### src/rtl/stopwatch_scan_display_pkg.sv
// stopwatch_pkg: shared state type, BCD digit type and 7-segment decode for the stopwatch
package stopwatch_pkg;
    typedef enum logic [1:0] {IDLE, RUN, PAUSE} state_t;
    typedef logic [3:0] bcd_t;
    localparam logic [7:0] SEG_DIGIT [0:9] = '{
        8'hC0, 8'hF9, 8'hA4, 8'hB0, 8'h99, 8'h92, 8'h82, 8'hF8, 8'h80, 8'h90
    };
    localparam logic [7:0] SEG_BLANK = 8'hFF;
    function automatic bcd_t digit_max(input int i);
        return i == 3 ? 4'd5 : 4'd9;
    endfunction
    function automatic logic [7:0] seg_decode(input bcd_t d, input logic dp);
        logic [7:0] s;
        s = d <= 4'd9 ? SEG_DIGIT[d] : SEG_BLANK;
        return dp ? (s & 8'h7F) : s;
    endfunction
endpackage

### src/rtl/stopwatch_scan_display_if.sv
// stopwatch_scan_display_if: divider/button inputs and segment/anode drive of the stopwatch
interface stopwatch_scan_display_if;
    logic       clk_10000Hz;
    logic       clk_250Hz;
    logic       start_stop;
    logic       clear;
    logic [7:0] seg;
    logic [3:0] an;
    modport master (output clk_10000Hz, clk_250Hz, start_stop, clear, input seg, an);
    modport slave (input clk_10000Hz, clk_250Hz, start_stop, clear, output seg, an);
endinterface

### src/rtl/stopwatch_scan_display_sync.sv
// sync_rise_detect: 2-FF synchronizer plus edge register giving a one-cycle pulse per rising edge
module sync_rise_detect (
    input  logic clk,
    input  logic rst,
    input  logic d,
    output logic pulse
);
    logic s0, s1, prev;
    always_ff @(posedge clk or posedge rst)
        if (rst) {s0, s1, prev} <= '0;
        else {s0, s1, prev} <= {d, s0, s1};
    assign pulse = s1 & ~prev;
endmodule

### src/rtl/stopwatch_scan_display.sv
// stopwatch_scan_display: 00.00-59.99 stopwatch with multiplexed 7-segment scan drive
module stopwatch_scan_display
    import stopwatch_pkg::*;
#(
    parameter int TICKS_PER_CS   = 100,
    parameter bit SEG_ACTIVE_LOW = 1
) (
    input logic BoardCLK,
    input logic Reset,
    stopwatch_scan_display_if.slave io
);
    localparam logic [7:0] INV = SEG_ACTIVE_LOW ? 8'h00 : 8'hFF;
    logic          tick_cs_raw, tick_scan, tick_ss, cs_inc;
    state_t        state;
    logic [6:0]    presc;
    bcd_t [3:0]    digits, nd;
    logic [3:0]    carry;
    logic [1:0]    idx;
    logic [3:0]    an_n;
    logic [7:0]    seg_n;
    sync_rise_detect u_cs (.clk(BoardCLK), .rst(Reset), .d(io.clk_10000Hz), .pulse(tick_cs_raw));
    sync_rise_detect u_scan (.clk(BoardCLK), .rst(Reset), .d(io.clk_250Hz), .pulse(tick_scan));
    sync_rise_detect u_ss (.clk(BoardCLK), .rst(Reset), .d(io.start_stop), .pulse(tick_ss));
    assign cs_inc = state == RUN && tick_cs_raw && presc == 7'(TICKS_PER_CS - 1);
    // Ripple BCD carry; d3 wraps at 5 so 59.99 rolls over to 00.00
    always_comb begin
        carry[0] = cs_inc;
        for (int i = 1; i < 4; i++)
            carry[i] = carry[i-1] && digits[i-1] >= digit_max(i - 1);
        nd = digits;
        for (int i = 0; i < 4; i++)
            nd[i] = carry[i] ? (digits[i] >= digit_max(i) ? 4'd0 : digits[i] + 4'd1) : digits[i];
    end
    always_ff @(posedge BoardCLK or posedge Reset)
        if (Reset) begin
            state  <= IDLE;
            presc  <= '0;
            digits <= '0;
        end else if (io.clear) begin
            state  <= IDLE;
            presc  <= '0;
            digits <= '0;
        end else begin
            state  <= tick_ss ? (state == RUN ? PAUSE : RUN) : state;
            presc  <= state == IDLE ? '0 :
                      (state == RUN && tick_cs_raw) ? (cs_inc ? '0 : presc + 7'd1) : presc;
            digits <= state == IDLE ? '0 : nd;
        end
    always_ff @(posedge BoardCLK or posedge Reset)
        if (Reset) idx <= '0;
        else idx <= idx + {1'b0, tick_scan};
    always_comb begin
        an_n  = ~(4'b0001 << idx) ^ INV[3:0];
        seg_n = seg_decode(digits[idx], idx == 2'd2) ^ INV;
    end
    always_ff @(posedge BoardCLK or posedge Reset)
        if (Reset) begin
            io.an  <= 4'hF ^ INV[3:0];
            io.seg <= SEG_BLANK ^ INV;
        end else begin
            io.an  <= an_n;
            io.seg <= seg_n;
        end
endmodule

### src/flat_wrapper.sv
// flat-port wrapper written by rule: the top's interface ports become plain ports
module stopwatch_scan_display_flat import stopwatch_pkg::*;
#(
    parameter int TICKS_PER_CS   = 100,
    parameter bit SEG_ACTIVE_LOW = 1
)
  (BoardCLK, Reset, io_clk_10000Hz, io_clk_250Hz, io_start_stop, io_clear, io_seg, io_an);
  stopwatch_scan_display_if io_i ();
  input logic BoardCLK;
  input logic Reset;
  input wire logic [$bits(io_i.clk_10000Hz)-1:0] io_clk_10000Hz;
  input wire logic [$bits(io_i.clk_250Hz)-1:0] io_clk_250Hz;
  input wire logic [$bits(io_i.start_stop)-1:0] io_start_stop;
  input wire logic [$bits(io_i.clear)-1:0] io_clear;
  output wire logic [$bits(io_i.seg)-1:0] io_seg;
  output wire logic [$bits(io_i.an)-1:0] io_an;
  assign io_i.clk_10000Hz = io_clk_10000Hz;
  assign io_i.clk_250Hz = io_clk_250Hz;
  assign io_i.start_stop = io_start_stop;
  assign io_i.clear = io_clear;
  assign io_seg = io_i.seg;
  assign io_an = io_i.an;
  stopwatch_scan_display #(.TICKS_PER_CS(TICKS_PER_CS), .SEG_ACTIVE_LOW(SEG_ACTIVE_LOW)) u_core (.BoardCLK(BoardCLK), .Reset(Reset), .io(io_i));
endmodule
### config.mk
export PLATFORM = sky130hd
export DESIGN_NAME = stopwatch_scan_display_flat
export DESIGN_NICKNAME = d
export VERILOG_FILES = /design/src/rtl/stopwatch_scan_display_pkg.sv /design/src/rtl/stopwatch_scan_display_if.sv /design/src/rtl/stopwatch_scan_display_sync.sv /design/src/rtl/stopwatch_scan_display.sv /design/src/flat_wrapper.sv
export SDC_FILE = /design/constraint.sdc
export NUM_CORES = 1
export LEC_CHECK = 0
export ABC_AREA = 0
export ABC_CLOCK_PERIOD_IN_PS = 2900
export CAP_MARGIN = 5
export CORE_ASPECT_RATIO = 1.75
export CORE_UTILIZATION = 63
export CTS_CLUSTER_SIZE = 10
export DETAILED_ROUTE_END_ITERATION = 16
export PLACE_DENSITY = 0.95
export SLEW_MARGIN = 10
export SYNTH_ARGS = -nofsm -noshare
export SYNTH_HDL_FRONTEND = slang
export SYNTH_SLANG_ARGS = --single-unit
export TNS_END_PERCENT = 5
### constraint.sdc
create_clock -name BoardCLK -period 2.9 [get_ports BoardCLK]
set_input_delay 0.58 -clock BoardCLK [delete_from_list [all_inputs] [get_ports BoardCLK]]
set_output_delay 0.58 -clock BoardCLK [all_outputs]
set_load 0.02 [all_outputs]
======== Yosys cells after proc, flatten, opt, wreduce, memory -nomap -nowiden ========
Memory sizes are Yosys's and may differ from the RTL's.
Cells that the tools add are included.
word-level totals
  flip-flop bits (word level) ............. 48
  ROM bits ................................ 128
  input port bits ......................... 6
  output and inout port bits .............. 12
  memories kept ........................... 1
operators by class
  add/subtract/negate cells ............... 6
  order comparisons ....................... 7
  equality and inequality tests ........... 3
  shift-type cells ........................ 1
  mux-type cells .......................... 23
  bitwise gates (word level) .............. 8
  reductions and logical operators ........ 12
memory list
  memory            words  bits a word  read ports  clocked after Yosys merged registers in  wr ports  RTL line                          source
  (name not given)  16     8            1           0                                        0         stopwatch_scan_display_pkg.sv:14  s = d <= 4'd9 ? SEG_DIGIT[d] : SEG_BLANK;
operator list
  cell                                                               count
  2-to-1 mux 4 bit                                                   9
  2-to-1 mux 16 bit                                                  2
  2-to-1 mux 8 bit                                                   4
  2-to-1 mux 7 bit                                                   4
  adder 4 x 1 -> 4 bit, second input constant                        4
  nonzero test 3 bit                                                 5
  greater-or-equal comparator 4 bit, second input constant           3
  binary-select mux 4 bit (select 2 bit)                             1
  adder 7 x 1 -> 7 bit, second input constant                        1
  equality test 7 bit, second input constant                         1
  2-to-1 mux 2 bit                                                   3
  greater-or-equal comparator 5 bit, second input constant           1
  logical AND 1 bit                                                  5
  NOT 4 -> 5 bit                                                     1
  greater-or-equal comparator 4 x 3 -> 1 bit, second input constant  1
  less-or-equal comparator 4 bit, second input constant              1
  NOT 4 bit                                                          1
  << shifter 1 x 2 -> 4 bit, first input constant                    1
  AND 1 bit                                                          3
  < comparator 2 x 3 -> 1 bit, second input constant                 1
  NOT 1 bit                                                          3
  adder 2 x 1 -> 2 bit                                               1
  equality test 2 x 1 -> 1 bit, second input constant                1
  equality test 2 bit, second input constant                         1
  2 further kinds                                                    2

======== Depth between registers and ports, before layout ========
Gate-level depths: netlist of the first run.
  depth in word-level cells ............... 10
  depth in mapped cells ................... 8
  depth with buffers taken out ............ 7

======== By module ========
A second synthesis of the first run with hierarchy kept.
unflattened totals
  cells, all modules ...................... 228
  area, all modules ....................... 2,436.1 µm²
modules (own cells, without submodules)
  module                  times used  cells each  area each (µm²)  seq. area each (µm²)
  stopwatch_scan_display  1           213         2,158.3          964.7
  sync_rise_detect        3           5           92.6             75.1

======== Worst setup path after synthesis of the first run ========
OpenSTA, ideal clock, no wires.
  kind .................................... register to register
  start point ............................. register u_core.idx[1]
  end point ............................... register u_core.io.seg[3]
  data arrival time ....................... 1,801 ps
  data required time ...................... 2,816 ps
  setup slack ............................. 1,015 ps
  cell stages (with the launch flop) ...... 9
  buffers on the path ..................... 1
  period minus slack after synthesis ...... 1,885 ps
  path through ............................ dfrtp_1 -> buf_6 -> mux4_1 -> clkinv_1 -> ha_1 -> nor2_1 -> o21a_1 -> a31oi_2 -> o21ai_1
on the way
  cells in the longest elaborated chain, start to end .. 8
  elaborated cells between the ends (all ways) .. 9
RTL lines
  item                                                  RTL line                          source
  from (decl)                                           stopwatch_scan_display.sv:18      logic [1:0] idx;
  from (signal assigned)                                stopwatch_scan_display.sv:51      else idx <= idx + {1'b0, tick_scan};
  binary-select mux 4 bit (select 2 bit) *              stopwatch_scan_display.sv:54      seg_n = seg_decode(digits[idx], idx == 2'd2) ^ INV;
  2-to-1 mux 4 bit (implied by the code) *              stopwatch_scan_display.sv:54
  NOT 4 -> 5 bit (implied by the code)                  stopwatch_scan_display_pkg.sv:14
  memory read (16 x 8 bit)                              --
  2-to-1 mux 8 bit (implied by the code) (2 in series)  stopwatch_scan_display_pkg.sv:14
  2-to-1 mux 8 bit *                                    stopwatch_scan_display_pkg.sv:14
  2-to-1 mux 8 bit *                                    stopwatch_scan_display_pkg.sv:15  return dp ? (s & 8'h7F) : s;
  via u_core.seg_n[3]                                   stopwatch_scan_display.sv:20      logic [7:0] seg_n;
  to (signal assigned)                                  stopwatch_scan_display.sv:59      io.seg <= SEG_BLANK ^ INV;
  to (signal assigned)                                  stopwatch_scan_display.sv:62      io.seg <= seg_n;
  to (decl)                                             stopwatch_scan_display_if.sv:10   modport slave (input clk_10000Hz, clk_250Hz, start_stop, clear, output seg, an);
Mark *: on every way through the listed nets, which the timed path passes. The rest lies on a longest branch. The select of a mux whose other input is x is not followed.
A chain may end at the register's enable or synchronous reset.

======== Worst setup path after layout of the first run ========
Same ends and word-level chain as after synthesis.

==> results of run 1 <==
## cells in the final DEF, fill, tap and decap left out, drive strengths merged, types with 2 or more instances in the layout
cell type      synthesis  layout
dfrtp                 36      36
nor2                  20      20
nand2                 20      20
ha                    19      19
clkdlybuf4s50          0      17
a21oi                 14      14
inv                   13      13
dfstp                 11      11
mux2i                  8       8
nor3                   8       8
clkbuf                 1       8
o21ai                  8       8
nand3                  5       5
nand4                  4       4
nand2b                 4       4
a31oi                  4       4
mux4                   4       4
or3b                   3       3
and4                   3       3
a41oi                  3       3
nand4b                 3       3
and2                   2       2
a31o                   2       2
nor2b                  2       2
or3                    2       2
o31ai                  2       2
or4                    2       2
and4bb                 2       2
## flip-flops by register name (all words and copies together) (netlist names)
| name | cells |
|---|---|
| u_core.u_cs.s1 | 1 |
| u_core.io.seg | 7 |
| u_core.u_scan.prev | 1 |
| u_core.digits | 16 |
| u_core.state | 2 |
| u_core.u_ss.prev | 1 |
| u_core.u_scan.s0 | 1 |
| u_core.u_cs.s0 | 1 |
| u_core.u_cs.prev | 1 |
| u_core.io.an | 4 |
| u_core.u_ss.s1 | 1 |
| u_core.presc | 7 |
| u_core.idx | 2 |
| u_core.u_scan.s1 | 1 |
| u_core.u_ss.s0 | 1 |
## layout make-up
cell class                 instances  area (um2)  area share (%)
clock buffer                       8         100            3.57
inverter                          14        52.6            1.87
multi-input combinational        161        1210            43.3
sequential                        47        1190            42.4
tap                               46        57.6            2.05
timing repair buffer              18         190            6.78
## kinds of logic (layout without fill, tap and decap cells)
| logic type | count (synthesis) | in the layout |
|---|---|---|
| AOI/OAI and AO/OA | 41 | 41 |
| xor gates and xnor gates | 2 | 2 |
| adders and majority gates | 19 | 19 |
| buffers and inverters | 21 | 40 |
| DFF | 47 | 47 |
| muxes | 13 | 13 |
| and+or+nand+nor | 86 | 86 |
## per-layer routing
layer  track usage [%]  vias to the layer above
met5                 0                        -
met4              18.2                        0
met3              4.84                       23
met2              50.4                       59
met1              27.1                      930
li1                  -                      862
## worst max-delay path, stage by stage, from the launching register on
cell                       delay [ns]
sky130_fd_sc_hd__dfrtp_1         0.57
sky130_fd_sc_hd__mux4_1          0.66
sky130_fd_sc_hd__clkinv_1        0.12
sky130_fd_sc_hd__ha_1            0.22
sky130_fd_sc_hd__nor2_1          0.09
sky130_fd_sc_hd__o21a_1          0.19
sky130_fd_sc_hd__a31oi_2         0.17
sky130_fd_sc_hd__o21ai_1         0.11
## worst paths after layout
| kind | start | end | cells after the start |
|---|---|---|---|
| worst max-delay path | u_core.idx[1] | u_core.io.seg[3] | 7 |
| worst min-delay path | u_core.u_scan.s0 | u_core.u_scan.s1 | 0 |
| worst max register to register | u_core.idx[1] | u_core.io.seg[3] | 7 |
| worst min register to register | u_core.u_scan.s0 | u_core.u_scan.s1 | 0 |
| max in group asynchronous | Reset | u_core.io.seg[1] | 3 |
| min in group asynchronous | Reset | u_core.digits[8] | 3 |
## power by group through the flow
stage          clock [mW]  combinational (mW)  sequential (mW)
5_1_grt             0.459               0.219            0.789
3_3_place_gp            0               0.200            0.788
3_5_place_dp            0               0.207            0.792
2_1_floorplan           0               0.151            0.785
6_report            0.426               0.205            0.779
4_1_cts             0.439               0.207            0.780
## Yosys cell counts, types with 2 or more instances
cell type and n:
sky130_fd_sc_hd__dfrtp_1 36, sky130_fd_sc_hd__nand2_1 20, sky130_fd_sc_hd__nor2_1 20, sky130_fd_sc_hd__ha_1 19, sky130_fd_sc_hd__a21oi_1 14, sky130_fd_sc_hd__inv_1 12
sky130_fd_sc_hd__dfstp_2 11, sky130_fd_sc_hd__mux2i_1 8, sky130_fd_sc_hd__nor3_1 7, sky130_fd_sc_hd__nand3_1 5, sky130_fd_sc_hd__nand2b_1 4, sky130_fd_sc_hd__nand4_1 4
sky130_fd_sc_hd__o21ai_0 4, sky130_fd_sc_hd__o21ai_1 4, sky130_fd_sc_hd__a31oi_1 3, sky130_fd_sc_hd__a41oi_1 3, sky130_fd_sc_hd__and4_1 3, sky130_fd_sc_hd__buf_2 3
sky130_fd_sc_hd__or3b_1 3, sky130_fd_sc_hd__a31o_1 2, sky130_fd_sc_hd__and2_1 2, sky130_fd_sc_hd__buf_4 2, sky130_fd_sc_hd__mux4_1 2, sky130_fd_sc_hd__mux4_2 2
sky130_fd_sc_hd__nand4b_1 2, sky130_fd_sc_hd__nor2b_1 2, sky130_fd_sc_hd__o31ai_1 2, sky130_fd_sc_hd__or3_1 2, sky130_fd_sc_hd__or4_1 2
## through the flow
step	std cells	hold slack, ns	setup WS (ns)
2_1_floorplan	229	0.331	1.01
3_3_place_gp	286	0.332	0.720
3_5_place_dp	286	0.338	0.648
4_1_cts	294	0.357	0.710
5_1_grt	294	0.362	0.580
6_report	294	0.354	0.704
==> impl_metrics.prom, run 1 <==
# TYPE chip_impl_metric gauge
chip_impl_metric{name="post-route-drc-count",unit=""} 0
chip_impl_info{name="setup.worst_path.end_class",value="flop"} 1
chip_impl_metric{name="worstPathMaxFanout",unit=""} 10
chip_impl_metric{name="final-setup-viol-count",unit=""} 0
chip_impl_metric{name="synth_fp_nets",unit=""} 254
chip_impl_info{name="top_signal_layer_used",value="met4"} 1
chip_impl_metric{name="ys_seq_elements",unit=""} 47
chip_impl_metric{name="static-leakage-power",unit="nW"} 1.22
chip_impl_metric{name="placedInstanceArea",unit="um2"} 2700
chip_impl_metric{name="report.power.total",unit="mW"} 1.41
chip_impl_metric{name="diode_count",unit=""} 0
chip_impl_metric{name="coreArea",unit="um2"} 3700
chip_impl_metric{name="met3_wirelength",unit="um"} 155
chip_impl_metric{name="number_of_cts_inserted_buffers",unit=""} 5
chip_impl_metric{name="cts_resized",unit=""} 0
chip_impl_metric{name="grt_util_all_layers",unit="%"} 27.5
chip_impl_metric{name="gr-total-overflow",unit=""} 0
chip_impl_metric{name="cts.htree.levels",unit=""} 2
chip_impl_metric{name="edff_count_synth",unit=""} 0
chip_impl_metric{name="cts-hold-fix-buffers",unit=""} 0
chip_impl_metric{name="antenna_violations_before_repair",unit=""} 0
chip_impl_info{name="tritoncts",value="done"} 1
chip_impl_metric{name="io_buffers",unit=""} 17
chip_impl_metric{name="fin_util",unit="%"} 75.8
chip_impl_metric{name="area.growth.synth_to_final",unit="%"} 12.3
chip_impl_info{name="synth.area.top_cells",value="sky130_fd_sc_hd__dfrtp_1, sky130_fd_sc_hd__dfstp_2, sky130_fd_sc_hd__ha_1"} 1
chip_impl_info{name="synth_top_family_by_area",value="simple AND/OR/NAND/NOR gates"} 1
chip_impl_info{name="grt_setup_unrepaired",value="false"} 1
chip_impl_metric{name="grt_start_max_net_pins",unit=""} 48
chip_impl_metric{name="critPathRequiredTime",unit="ns"} 3.13
chip_impl_metric{name="wl_per_cell",unit="um"} 17.5
chip_impl_metric{name="cts-root-to-sink-buffers",unit=""} 2
chip_impl_metric{name="postSynthCellCount",unit=""} 229
chip_impl_metric{name="nFillCells",unit=""} 244
chip_impl_metric{name="ys_types",unit=""} 55
chip_impl_info{name="synth_ff_type",value="sky130_fd_sc_hd__dfrtp_1"} 1
chip_impl_metric{name="sw_frac_of_total",unit="%"} 25.5
chip_impl_metric{name="timing.max_cap.violations",unit=""} 0
chip_impl_info{name="synth.largest_area_cell",value="sky130_fd_sc_hd__dfrtp_1"} 1
chip_impl_metric{name="grt_first_pass_wirelength",unit="um"} 8730
chip_impl_metric{name="synth-xor-area-share",unit="%"} 0.701
chip_impl_metric{name="relSlewSlack",unit="%"} 54.6
chip_impl_metric{name="rrSetupSlack",unit="ns"} 0.70
chip_impl_metric{name="synth.avg_cell_area",unit="um2"} 10.9
chip_impl_metric{name="fmax",unit="MHz"} 455
chip_impl_metric{name="post-route-cell-area",unit="um2"} 2810
chip_impl_metric{name="clkSlewWorstSetupHoldPaths",unit="ns"} 0.08
chip_impl_metric{name="place.gp.congestion",unit=""} 0.858
chip_impl_metric{name="route.vias.total",unit=""} 1874
chip_impl_metric{name="fin_crit",unit="ns"} 2.20
chip_impl_metric{name="internal_power",unit="mW"} 1.05
chip_impl_metric{name="tightestPinTransition",unit="ns"} 0.681
chip_impl_metric{name="post_synth_fa_ha_maj_area_fraction",unit="%"} 9.51
chip_impl_metric{name="power_share_of_the_sequential_group",unit="%"} 55.3
chip_impl_metric{name="io-pin-count",unit=""} 18
chip_impl_metric{name="syn_warnings",unit=""} 0
chip_impl_metric{name="netlist_area",unit="um2"} 2500
chip_impl_metric{name="floorplan.die.height",unit="um"} 85.3
chip_impl_info{name="type_of_origin_of_the_critical_path",value="flop"} 1
chip_impl_metric{name="synth_simple_gate_area_share",unit="%"} 19.8
chip_impl_metric{name="drt_first_pass_iters",unit=""} 4
chip_impl_metric{name="postCtsSetupBuffers",unit=""} 0
chip_impl_metric{name="floorplan.initialDensity",unit="%"} 67.5
chip_impl_info{name="hold_class",value="reg2reg"} 1
chip_impl_metric{name="grt_pass1_vias",unit=""} 1972
chip_impl_metric{name="wirelength",unit="um"} 5140
chip_impl_metric{name="detailedPlacementHpwl",unit="um"} 3770
chip_impl_metric{name="power.net_switching",unit="mW"} 0.360
chip_impl_metric{name="met2_length",unit="um"} 2910
chip_impl_metric{name="yosysSeqAreaShare",unit="%"} 47.6
chip_impl_metric{name="clk_latency",unit="ns"} 0.30
chip_impl_metric{name="power_frac_clock",unit="%"} 30.2
chip_impl_metric{name="initialDrtViolationCount",unit=""} 86
chip_impl_metric{name="timing.final.crit_share",unit="%"} 75.7
chip_impl_metric{name="worstPathArrival",unit="ns"} 2.42
chip_impl_metric{name="synth_top_cell_area_share",unit="%"} 36.1
chip_impl_metric{name="drv_slew",unit=""} 0
chip_impl_metric{name="layout-drive-gt1-share",unit="%"} 12.5
chip_impl_metric{name="power_per_cell_area",unit="nW/um2"} 503
chip_impl_metric{name="peakVddDrop",unit="V"} 0.000605
chip_impl_info{name="root_buffer",value="sky130_fd_sc_hd__clkbuf_8"} 1
chip_impl_metric{name="tritoncts_num_sinks",unit=""} 47
chip_impl_metric{name="placement_rows",unit=""} 29
chip_impl_metric{name="routed_via_density",unit=""} 6.37
chip_impl_metric{name="fin_setup_tns",unit="ns"} 0
chip_impl_metric{name="final_hold_viol_count",unit=""} 0
chip_impl_metric{name="drt-met1-wl",unit="um"} 1820
chip_impl_info{name="critical_path_class",value="reg2reg"} 1
chip_impl_metric{name="synth_async_sr_flop_share",unit="%"} 100
chip_impl_metric{name="finalClockSkew",unit="ns"} 0.00915
chip_impl_metric{name="combPwrFrac",unit="%"} 14.6
chip_impl_metric{name="die-width",unit="um"} 49.6
chip_impl_metric{name="die_area",unit="um2"} 4230
chip_impl_metric{name="mux_share_of_post_synthesis_cell_area",unit="%"} 7.56
chip_impl_metric{name="antenna_violating_nets_post_route",unit=""} 0
chip_impl_metric{name="synth_compound_area_share",unit="%"} 10.9
chip_impl_metric{name="finish.net_count",unit=""} 272
chip_impl_info{name="run_status",value="finished clean"} 1
No activity file was read; power rests on OpenSTA's default activity.
==> inputs of run 2 (changes only) <==
--- a/config.mk
+++ b/config.mk
@@ -6,13 +6,13 @@
 export NUM_CORES = 1
 export LEC_CHECK = 0
 export ABC_AREA = 0
-export ABC_CLOCK_PERIOD_IN_PS = 2900
+export ABC_CLOCK_PERIOD_IN_PS = 1950
 export CAP_MARGIN = 5
 export CORE_ASPECT_RATIO = 1.75
-export CORE_UTILIZATION = 63
+export CORE_UTILIZATION = 52
 export CTS_CLUSTER_SIZE = 10
 export DETAILED_ROUTE_END_ITERATION = 16
-export PLACE_DENSITY = 0.95
+export PLACE_DENSITY = 0.86
 export SLEW_MARGIN = 10
 export SYNTH_ARGS = -nofsm -noshare
 export SYNTH_HDL_FRONTEND = slang
==> constraint.sdc (replaced) <==
create_clock -name BoardCLK -period 1.95 [get_ports BoardCLK]
set_input_delay 0.39 -clock BoardCLK [delete_from_list [all_inputs] [get_ports BoardCLK]]
set_output_delay 0.39 -clock BoardCLK [all_outputs]
set_load 0.02 [all_outputs]
==> impl_metrics.prom, run 2 (synthesis gave the netlist of run 1 again) <==
# TYPE chip_impl_metric gauge
chip_impl_info{name="run_status",value="finished clean"} 1
chip_impl_metric{name="antenna_violating_nets_post_route",unit=""} 0
chip_impl_metric{name="gr-total-overflow",unit=""} 0
chip_impl_metric{name="coreArea",unit="um2"} 4670
chip_impl_info{name="largest_registers",value="u_core.digits (16), u_core.io.seg (7), u_core.presc (7)"} 1
chip_impl_metric{name="combPwrFrac",unit="%"} 17.2
chip_impl_metric{name="cts.htree.levels",unit=""} 2
chip_impl_metric{name="power_frac_clock",unit="%"} 33.1
chip_impl_metric{name="fin_util",unit="%"} 63.0
chip_impl_metric{name="grt_start_max_net_pins",unit=""} 48
chip_impl_metric{name="detailedPlacementHpwl",unit="um"} 3900
chip_impl_metric{name="relSlewSlack",unit="%"} 64.2
chip_impl_metric{name="power.net_switching",unit="mW"} 0.578
chip_impl_metric{name="worstPathArrival",unit="ns"} 2.12
chip_impl_metric{name="area.growth.synth_to_final",unit="%"} 17.7
chip_impl_metric{name="drt_first_pass_iters",unit=""} 5
chip_impl_metric{name="number_of_cts_inserted_buffers",unit=""} 5
chip_impl_metric{name="finalClockSkew",unit="ns"} 0.00742
chip_impl_info{name="type_of_origin_of_the_critical_path",value="flop"} 1
chip_impl_info{name="registers.top_by_ff_count",value="u_core.digits"} 1
chip_impl_metric{name="placedCellCount",unit=""} 306
chip_impl_info{name="grt_setup_unrepaired",value="false"} 1
chip_impl_metric{name="power_share_of_the_sequential_group",unit="%"} 49.7
chip_impl_info{name="cell_family_contributing_the_most_delay_on_the_critical_path",value="multiplexers"} 1
chip_impl_info{name="hold_class",value="reg2reg"} 1
chip_impl_metric{name="io-pin-count",unit=""} 18
chip_impl_info{name="layout.cells.most_common_list",value="sky130_fd_sc_hd__dfrtp_1, sky130_fd_sc_hd__nor2_1, sky130_fd_sc_hd__nand2_1"} 1
chip_impl_metric{name="die-width",unit="um"} 54.4
chip_impl_metric{name="wirelength",unit="um"} 5340
chip_impl_metric{name="fin_crit",unit="ns"} 1.88
chip_impl_metric{name="timing.final.crit_share",unit="%"} 96.5
chip_impl_metric{name="fmax",unit="MHz"} 531
chip_impl_metric{name="die_area",unit="um2"} 5100
chip_impl_info{name="gr-max-usage-layer",value="met2"} 1
chip_impl_metric{name="final_hold_viol_count",unit=""} 0
chip_impl_metric{name="worstPathMaxFanout",unit=""} 4
chip_impl_metric{name="grtUsageMet2",unit="%"} 44.2
chip_impl_metric{name="cts-root-to-sink-buffers",unit=""} 2
chip_impl_metric{name="route.vias.total",unit=""} 1902
chip_impl_metric{name="floorplan.initialDensity",unit="%"} 53.6
chip_impl_metric{name="post-route-drc-count",unit=""} 0
chip_impl_metric{name="grt.met1_usage",unit="%"} 23.3
chip_impl_metric{name="tritoncts_num_sinks",unit=""} 47
chip_impl_metric{name="final-setup-viol-count",unit=""} 0
chip_impl_info{name="crit_path_cells",value="mux4_2, clkinv_1, ha_2, nor2_1, o21a_1, a31oi_2, o21ai_1"} 1
chip_impl_info{name="tritoncts",value="done"} 1
chip_impl_metric{name="largest_register_ffs",unit=""} 16
chip_impl_metric{name="critPathBufInv",unit=""} 1
chip_impl_metric{name="static-leakage-power",unit="nW"} 1.29
chip_impl_info{name="critical_path_class",value="reg2reg"} 1
chip_impl_metric{name="power_per_cell_area",unit="nW/um2"} 770
chip_impl_metric{name="nFillCells",unit=""} 372
chip_impl_metric{name="io_buffers",unit=""} 17
chip_impl_metric{name="diode_count",unit=""} 0
chip_impl_metric{name="crit_path_max_incr_delay",unit="ns"} 0.56
chip_impl_metric{name="final-instance-count-excl-fill",unit=""} 315
chip_impl_metric{name="cts-hold-fix-buffers",unit=""} 0
chip_impl_metric{name="placement_rows",unit=""} 33
chip_impl_info{name="final_common_cell",value="sky130_fd_sc_hd__dfrtp_1"} 1
chip_impl_metric{name="grt_util_all_layers",unit="%"} 24.5
chip_impl_metric{name="global_route.usage.met3",unit="%"} 5.02
chip_impl_metric{name="routed_via_density",unit=""} 6.04
chip_impl_metric{name="initialDrtViolationCount",unit=""} 41
chip_impl_metric{name="place.gp.congestion",unit=""} 0.858
chip_impl_metric{name="tightestPinTransition",unit="ns"} 0.537
chip_impl_info{name="root_buffer",value="sky130_fd_sc_hd__clkbuf_8"} 1
chip_impl_metric{name="internal_power",unit="mW"} 1.69
chip_impl_metric{name="antenna_violations_before_repair",unit=""} 0
chip_impl_metric{name="wl_per_cell",unit="um"} 16.9
chip_impl_metric{name="finish.net_count",unit=""} 287
chip_impl_metric{name="sw_frac_of_total",unit="%"} 25.5
chip_impl_metric{name="peakVddDrop",unit="V"} 0.000897
chip_impl_metric{name="floorplan.die.height",unit="um"} 93.7
chip_impl_info{name="slowest_stage",value="sky130_fd_sc_hd__mux4_2"} 1
chip_impl_metric{name="clk_latency",unit="ns"} 0.31
chip_impl_metric{name="layout-drive-gt1-share",unit="%"} 20.9
chip_impl_metric{name="grt_first_pass_wirelength",unit="um"} 8850
chip_impl_metric{name="clkSlewWorstSetupHoldPaths",unit="ns"} 0.09
chip_impl_metric{name="placedInstanceArea",unit="um2"} 2810
chip_impl_metric{name="timing.final.ws_setup",unit="ns"} 0.0678
chip_impl_metric{name="post-route-cell-area",unit="um2"} 2940
chip_impl_metric{name="place_ws",unit="ns"} -0.0804
chip_impl_metric{name="fin_setup_tns",unit="ns"} 0
chip_impl_metric{name="critPathRequiredTime",unit="ns"} 2.19
chip_impl_metric{name="timing.max_cap.violations",unit=""} 0
chip_impl_info{name="setup.worst_path.end_class",value="flop"} 1
chip_impl_metric{name="grt_pass1_vias",unit=""} 1997
chip_impl_metric{name="drv_slew",unit=""} 0
run 2: cell types whose count changed in the layout (fill, tap and decap cells not counted), sizes merged:
cell	delta
buf	+15
bufinv	+1
clkinv	+1
clkbuf	-2
run 2: final timing paths:
kind | from | slack [ns] | depth (start not counted) | to
setup / recovery | u_core.idx[1] | 0.07 | 7 | u_core.io.seg[3]
hold / removal | u_core.u_scan.s0 | 0.36 | 0 | u_core.u_scan.s1
setup reg to reg | u_core.idx[1] | 0.07 | 7 | u_core.io.seg[3]
hold reg to reg | u_core.u_scan.s0 | 0.36 | 0 | u_core.u_scan.s1
max in group asynchronous | Reset | 1.25 | 3 | u_core.io.seg[2]
min in group asynchronous | Reset | 0.44 | 3 | u_core.u_scan.prev
run 2: timing repair:
action | CTS | global route
resized for setup | 2 | 7
setup buffers | 1 | 0
endpoints found under the hold margin | 0 | 0
pin swaps | 0 | 1
setup endpoints to repair | 2 | 10
gates cloned | 0 | 0
run 2: routing by layer:
layer,vias to the layer above,part of all wire (%)
li1,880,-
met1,961,34
met2,39,59
met3,22,2.2
met4,0,5.1
met5,-,0
run 2: final cells by class:
type	count	area, um2	area share (%)
clock buffers	6	82.6	2.81
repair buffers	33	303	10.3
clock inverters	2	35.0	1.19
flip-flops and latches	47	1190	40.6
inverters	14	52.6	1.79
multi-input cells	161	1210	41.1
well taps	52	65.1	2.21
run 2: worst register-to-register path: cells and delay by family (launching register included):
| kind | cells | cell delay, ns |
|---|---|---|
| flip-flops | 1 | 0.42 |
| AO/OA/AOI/OAI | 3 | 0.45 |
| multiplexers | 1 | 0.56 |
| AND/OR/NAND/NOR | 1 | 0.06 |
| adder cells (fa/ha/maj) | 1 | 0.21 |
| buffers and inverters | 1 | 0.12 |
run 2: power by group through the flow:
| stage | combinational (mW) | clock, mW | sequential, mW |
|---|---|---|---|
| 2_1_floorplan | 0.224 | 0 | 1.17 |
| 3_3_place_gp | 0.386 | 0 | 1.13 |
| 3_5_place_dp | 0.393 | 0 | 1.14 |
| 4_1_cts | 0.393 | 0.753 | 1.12 |
| 5_1_grt | 0.422 | 0.791 | 1.14 |
| 6_report | 0.390 | 0.749 | 1.13 |
run 2: metrics by stage:
step / total power [mW] / hold WS [ns]
after floorplan: 1.39 / 0.331
after global placement: 1.52 / 0.332
after detailed placement: 1.53 / 0.336
after CTS: 2.27 / 0.354
after global routing: 2.35 / 0.369
final: 2.27 / 0.356
